<file path="config.mk">
export PLATFORM = sky130hd
export DESIGN_NAME = jts16b_sndlatch
export DESIGN_NICKNAME = d
export VERILOG_FILES = /design/src/rtl/jts16b_snd_pkg.sv /design/src/rtl/jts16b_snd_strobe.sv /design/src/rtl/jts16b_sndlatch.sv
export SDC_FILE = /design/constraint.sdc
export NUM_CORES = 1
export LEC_CHECK = 0
export ABC_AREA = 1
export CAP_MARGIN = 10
export CORE_MARGIN = 2
export CORE_UTILIZATION = 38
export DETAILED_ROUTE_END_ITERATION = 7
export HOLD_SLACK_MARGIN = 0.12
export PLACE_DENSITY = 0.86
export SETUP_SLACK_MARGIN = 0.4
export SYNTH_ARGS = -nofsm -noshare
export SYNTH_HDL_FRONTEND = slang
export SYNTH_SLANG_ARGS = --single-unit
</file>
<file path="constraint.sdc">
create_clock -name clk -period 1.3 [get_ports clk]
set_clock_uncertainty 0.1 [all_clocks]
set_input_delay 0.26 -clock clk [delete_from_list [all_inputs] [get_ports clk]]
set_output_delay 0.26 -clock clk [all_outputs]
set_load 0.1 [all_outputs]
</file>
<file path="src/rtl/jts16b_snd_pkg.sv">
// Shared constants for the sound-CPU side of the 315-5195 mailbox: IRQ FSM
// encoding, default Z80 I/O ports and status-register bit layout.
package jts16b_snd_pkg;

   typedef enum logic [1:0] {
      IRQ_IDLE = 2'd0,
      IRQ_PEND = 2'd1,
      IRQ_ACK  = 2'd2
   } irq_st_e;

   localparam logic [7:0] PORT_DATA_DEF = 8'h40;
   localparam logic [7:0] PORT_STAT_DEF = 8'h41;
   localparam logic [7:0] IRQ_VEC_DEF   = 8'hFF;
   localparam logic [3:0] NMI_LEN_DEF   = 4'd8;

   localparam int STAT_OBF   = 0;
   localparam int STAT_REPLY = 1;

   // Status port image; unused bits read as zero.
   function automatic logic [7:0] stat_byte(input logic reply, input logic obf);
      logic [7:0] s;
      s             = 8'd0;
      s[STAT_OBF]   = obf;
      s[STAT_REPLY] = reply;
      return s;
   endfunction

endpackage

</file>
<file path="src/rtl/jts16b_snd_strobe.sv">
// Z80 bus-cycle decoder: turns IORQ/RD/WR/M1 levels into one-clock strobes,
// one per access, sampled only on cen. Also flags an idle bus on cen.
module jts16b_snd_strobe (
   input  logic rst,
   input  logic clk,
   input  logic cen,
   input  logic iorqn_i,
   input  logic rdn_i,
   input  logic wrn_i,
   input  logic m1n_i,
   output logic io_rd_o,
   output logic io_wr_o,
   output logic inta_o,
   output logic bus_idle_o
);

   logic io_rd_lv, io_wr_lv, inta_lv;
   logic io_rd_q, io_wr_q, inta_q;

   assign io_rd_lv = ~iorqn_i & ~rdn_i & m1n_i;
   assign io_wr_lv = ~iorqn_i & ~wrn_i & m1n_i;
   assign inta_lv  = ~iorqn_i & ~m1n_i;

   // Previous levels only advance on cen, so a held cen still yields one strobe.
   always_ff @(posedge clk or posedge rst) begin
      if (rst) begin
         io_rd_q <= 1'b0;
         io_wr_q <= 1'b0;
         inta_q  <= 1'b0;
      end else if (cen) begin
         io_rd_q <= io_rd_lv;
         io_wr_q <= io_wr_lv;
         inta_q  <= inta_lv;
      end
   end

   assign io_rd_o    = cen & io_rd_lv & ~io_rd_q;
   assign io_wr_o    = cen & io_wr_lv & ~io_wr_q;
   assign inta_o     = cen & inta_lv  & ~inta_q;
   assign bus_idle_o = cen & iorqn_i & m1n_i;

endmodule

</file>
<file path="src/rtl/jts16b_sndlatch.sv">
// Sound-CPU end of the 315-5195 mailbox: Z80 data/status ports, INT on byte
// arrival, reply path to the mapper. Optional NMI pulse with SNDLATCH_NMI_EN.
module jts16b_sndlatch
   import jts16b_snd_pkg::*;
#(
   parameter logic [7:0] PORT_DATA = PORT_DATA_DEF,
   parameter logic [7:0] PORT_STAT = PORT_STAT_DEF,
   parameter logic [7:0] IRQ_VEC   = IRQ_VEC_DEF
`ifdef SNDLATCH_NMI_EN
   ,
   parameter logic [3:0] NMI_LEN   = NMI_LEN_DEF
`endif
) (
   input  logic       rst,
   input  logic       clk,
   input  logic       cen,
   input  logic [7:0] sndmap_dout,
   input  logic       sndmap_obf,
   output logic       sndmap_rd,
   output logic       sndmap_wr,
   output logic [7:0] sndmap_din,
   input  logic [7:0] z80_addr,
   input  logic       z80_iorqn,
   input  logic       z80_rdn,
   input  logic       z80_wrn,
   input  logic       z80_m1n,
   input  logic [7:0] z80_dout,
   output logic [7:0] z80_din,
   output logic       z80_intn,
   output logic       z80_nmin,
   output logic [1:0] dbg_st_o
);

   localparam logic [1:0] ST_IDLE = IRQ_IDLE;
   localparam logic [1:0] ST_PEND = IRQ_PEND;
   localparam logic [1:0] ST_ACK  = IRQ_ACK;

   logic       rd_stb, wr_stb, inta_stb, bus_idle;
   logic       data_sel, stat_sel, data_rd, data_wr;
   logic       obf_q, obf_rise;
   logic [1:0] st_q, st_d;
   logic       rearm_q, rearm_d;
   logic       chk_q, chk_d;
   logic       reply_q, reply_d;
   logic [7:0] din_q, din_d;
   logic [7:0] rep_q, rep_d;
   logic       rd_q, wr_q;

   jts16b_snd_strobe u_strobe (
      .rst        (rst),
      .clk        (clk),
      .cen        (cen),
      .iorqn_i    (z80_iorqn),
      .rdn_i      (z80_rdn),
      .wrn_i      (z80_wrn),
      .m1n_i      (z80_m1n),
      .io_rd_o    (rd_stb),
      .io_wr_o    (wr_stb),
      .inta_o     (inta_stb),
      .bus_idle_o (bus_idle)
   );

   assign data_sel = (z80_addr == PORT_DATA);
   assign stat_sel = (z80_addr == PORT_STAT);
   assign data_rd  = rd_stb & data_sel;
   assign data_wr  = wr_stb & data_sel;
   assign obf_rise = sndmap_obf & ~obf_q;

   always_comb begin
      din_d = din_q;
      if (inta_stb) begin
         din_d = IRQ_VEC;
      end else if (rd_stb) begin
         if (data_sel)      din_d = sndmap_dout;
         else if (stat_sel) din_d = stat_byte(reply_q, sndmap_obf);
         else               din_d = 8'hFF;
      end
   end

   always_comb begin
      reply_d = reply_q;
      rep_d   = rep_q;
      if (data_wr) begin
         reply_d = 1'b1;
         rep_d   = z80_dout;
      end else if (data_rd) begin
         reply_d = 1'b0;
      end
   end

   // chk_q marks the first IDLE clock after an acknowledge, where a byte still
   // waiting (obf high) or one that arrived during ACK re-raises the interrupt.
   always_comb begin
      st_d    = st_q;
      rearm_d = rearm_q;
      chk_d   = chk_q;
      case (st_q)
         ST_IDLE: begin
            chk_d   = 1'b0;
            rearm_d = 1'b0;
            if (obf_rise | (chk_q & (sndmap_obf | rearm_q))) st_d = ST_PEND;
         end
         ST_PEND: begin
            if (inta_stb) begin
               st_d = ST_ACK;
               if (obf_rise) rearm_d = 1'b1;
            end else if (data_rd & ~obf_rise) begin
               st_d = ST_IDLE;
            end
         end
         ST_ACK: begin
            if (obf_rise) rearm_d = 1'b1;
            if (bus_idle) begin
               st_d  = ST_IDLE;
               chk_d = 1'b1;
            end
         end
         default: st_d = ST_IDLE;
      endcase
   end

   always_ff @(posedge clk or posedge rst) begin
      if (rst) begin
         obf_q   <= 1'b0;
         st_q    <= ST_IDLE;
         rearm_q <= 1'b0;
         chk_q   <= 1'b0;
         reply_q <= 1'b0;
         din_q   <= 8'd0;
         rep_q   <= 8'd0;
         rd_q    <= 1'b0;
         wr_q    <= 1'b0;
      end else begin
         obf_q   <= sndmap_obf;
         st_q    <= st_d;
         rearm_q <= rearm_d;
         chk_q   <= chk_d;
         reply_q <= reply_d;
         din_q   <= din_d;
         rep_q   <= rep_d;
         rd_q    <= data_rd;
         wr_q    <= data_wr;
      end
   end

   assign sndmap_rd  = rd_q;
   assign sndmap_wr  = wr_q;
   assign sndmap_din = rep_q;
   assign z80_din    = din_q;
   assign z80_intn   = (st_q != ST_PEND);
   assign dbg_st_o   = st_q;

`ifdef SNDLATCH_NMI_EN
   logic [3:0] nmi_cnt_q, nmi_cnt_d;

   // A new byte restarts the pulse even if one is already running.
   always_comb begin
      nmi_cnt_d = nmi_cnt_q;
      if (obf_rise)                     nmi_cnt_d = NMI_LEN;
      else if (cen && nmi_cnt_q != 4'd0) nmi_cnt_d = nmi_cnt_q - 4'd1;
   end

   always_ff @(posedge clk or posedge rst) begin
      if (rst) nmi_cnt_q <= 4'd0;
      else     nmi_cnt_q <= nmi_cnt_d;
   end

   assign z80_nmin = (nmi_cnt_q == 4'd0);
`else
   assign z80_nmin = 1'b1;
`endif

endmodule

</file>
==> run summary, run 1 <==
Setup WS post-layout: -0.384 ns
CP Capture Type: primary output
Detailed Route Iter0 Violations: 62
die area: 3830 sq um
Setup TNS: -2.78 ns
Synth Instances: 154
status: complete, but fails checks
final instance area: 2510 sq um
Max VDD drop: 1.68 mV
leak pwr: 0.00113 uW
drt drc: 0
WP data arrival: 1.32 ns
Post-DRT Antenna Nets: 0
Clk Latency, worst-skew pair: 0.33 ns
Synth Warn #: 0
drt pass-1 iters: 4
Final Wtd Congestion: 0.810
max cap viols: 0
synthesized flop and latch total: 27
total number of vias: 1,295
Cell Area, Synth: 1270 sq um
number of global-route vias before repair: 1,305
die width: 61.9 um
HPWL after DPL: 2400 um
Initial Utilization: 38.8%
global-route wire length before repair: 5510 um
Fillers: 219
register area share after synthesis: 53.0%
sequential share of power: 37.4%
Area Growth Syn to Fin: 96.8%
CP Class: reg2out
clk sink count: 27
vias per std cell: 4.69
Final Hold Viols: 0
Hold/Removal Path Class: in2async
IO Port Bufs: 52
Clk pwr share: 14.7%
Clock transition at path regs: 0.15 ns
WP data required: 0.94 ns
internal power: 1540 uW
Gate power share: 48.0%
CTS tree: built
Die Ht: 61.9 um
layout cells sized above 1: 56.1%
ANT cells: 0
CTS max path bufs: 2
total gr overflow: 0
Synth cell types: 21
Peak Freq: 594 MHz
syn nets: 191
Ports: 54
H-Tree Depth: 1
TritonCTS buffer count: 3
Setup Viol. Count Final: 25
dpl cell area: 2290 sq um
cts hold-fix bufs: 0
NumNets Final: 268
row count: 21
CTS Root Buffer Type: clkbuf_4
crit-path max FO: 2
initial antenna violation count: 0
Global Route Usage Sum: 19.3%
NetSw: 1040 uW
largest net degree at the start of global routing: 28
switch share: 40.3%
Slew Limit Fails: 0
PD cells: 1030 nW/um^2
RSZ-0062 raised after global routing: true
Tcrit/Tclk final: 130%
crit path launch type: register
fin crit period: 1.68 ns
mean post-synth cell area: 8.27 sq um
WL final: 3590 um
failing checks: negative setup slack
post-DR wirelength/cell: 13.0 um
core area: 3280 sq um
-- placed cells by master (no fill, tap or decap), drive strengths merged, types with 3 or more instances in the layout --
cell,count
a21oi,8
buf,49
clkbuf,3
clkdlybuf4s50,18
clkinvlp,3
dfrtp,27
dlygate4sd2,3
ha,5
inv,19
nand2,51
nand3,6
nor2,20
o21ai,9
-- cell families after synthesis --
logic type / count (synthesis) / synth area share (%)
simple gates: 79 / 26.6
flops: 27 / 53.0
buf+inv: 23 / 7.27
compound gates: 19 / 7.86
fa+ha+maj: 5 / 4.91
other cells: 1 / 0.294
-- critical path, cell delays in order, from the launching register on --
cell and delay (ns):
dfrtp_4 0.52, inv_4 0.07, ha_4 0.13, clkinvlp_4 0.09, buf_12 0.17
-- flip-flops by register name, summed over array words and instances, names as in the netlist --
register	cells
chk_q	1
sndmap_rd	1
u_strobe.io_rd_q	1
sndmap_din	8
obf_q	1
reply_q	1
u_strobe.io_wr_q	1
rearm_q	1
sndmap_wr	1
u_strobe.inta_q	1
z80_din	8
dbg_st_o	2
-- per-layer routing --
metal / wire [um] / GRT usage (%)
met5: 0 / 0
met4: 18 / 5.47
met3: 150 / 2.90
met2: 2070 / 35.9
met1: 1360 / 23.0
-- metrics by stage --
| step | setup WS (ns) | power (uW) | hold WS, ns | utilization (%) | std cells |
|---|---|---|---|---|---|
| floorplan | -0.465 | 1620 | 0.0571 | - | 154 |
| global placement | -0.495 | 2060 | 0.353 | 69.8 | 262 |
| global route | -0.417 | 2700 | 0.170 | 76.3 | 276 |
| CTS | -0.385 | 2570 | 0.175 | 74.5 | 275 |
| detailed placement | -0.529 | 2090 | 0.385 | 69.8 | 262 |
| finish | -0.384 | 2590 | 0.170 | 76.3 | 276 |
-- synthesized netlist by cell type --
cell | n | area, sq um
nand2_1 | 50 | 188
dfrtp_1 | 27 | 676
inv_1 | 18 | 67.6
nor2_1 | 17 | 63.8
o21ai_0 | 9 | 45.0
a21oi_1 | 8 | 40.0
ha_1 | 5 | 62.6
nand3_1 | 4 | 20.0
inv_2 | 2 | 7.51
nand4_1 | 2 | 12.5
nor2_4 | 2 | 22.5
a22oi_1 | 1 | 7.51
buf_2 | 1 | 5.00
buf_4 | 1 | 7.51
clkinv_2 | 1 | 5.00
conb_1 | 1 | 3.75
nand2_4 | 1 | 11.3
nand3_2 | 1 | 10.0
nor2_2 | 1 | 6.26
nor3_1 | 1 | 5.00
o31ai_1 | 1 | 7.51
-- power by group through the flow --
stage / Clock, uW / Combinational (uW) / Sequential (uW)
5_1_grt: 412 / 1320 / 971
4_1_cts: 382 / 1220 / 963
3_3_place_gp: 0 / 1090 / 974
6_report: 379 / 1240 / 967
3_5_place_dp: 0 / 1110 / 982
2_1_floorplan: 0 / 448 / 1170
-- area by class of cell --
cell class	count	area [sq um]	share of cell area (%)
Multi-Input combinational cell	105	693	27.7
Clock buffer	3	22.5	0.899
Timing Repair Buffer	72	862	34.4
Inverter	21	104	4.14
Timing Repair inverter	1	8.76	0.349
Sequential cell	27	751	30.0
Tap cell	46	57.6	2.30
Clock inverter	1	7.51	0.300
-- final timing paths --
kind	startpoint	endpoint	slack, ns	cells after the start
worst max-delay path	dbg_st_o[1]	z80_intn	-0.38	4
worst min-delay path	rst	z80_din[2]	0.17	3
worst max register to register	dbg_st_o[1]	dbg_st_o[1]	-0.15	9
worst min register to register	reply_q	reply_q	0.42	2
max in group asynchronous	rst	sndmap_din[3]	0.76	3
min in group clk	z80_wrn	u_strobe.io_wr_q	0.26	4
-- repair_timing --
item | in CTS | in global routing
pin swaps | 27 | 12
resized for setup | 71 | 15
endpoints found under the setup margin | 47 | 44
setup buffers | 6 | 1
gates cloned | 3 | 0
Note: power is estimated with default switching activity, not from simulation.
==> run 2, diff against run 1 <==
--- a/config.mk
+++ b/config.mk
@@ -10,6 +10,7 @@
 export CORE_MARGIN = 2
 export CORE_UTILIZATION = 38
 export DETAILED_ROUTE_END_ITERATION = 7
+export GPL_ROUTABILITY_DRIVEN = 0
 export HOLD_SLACK_MARGIN = 0.12
 export PLACE_DENSITY = 0.86
 export SETUP_SLACK_MARGIN = 0.4
==> results of run 2 <==
No change in the layout: final DEF, timing and power equal those of run 1.
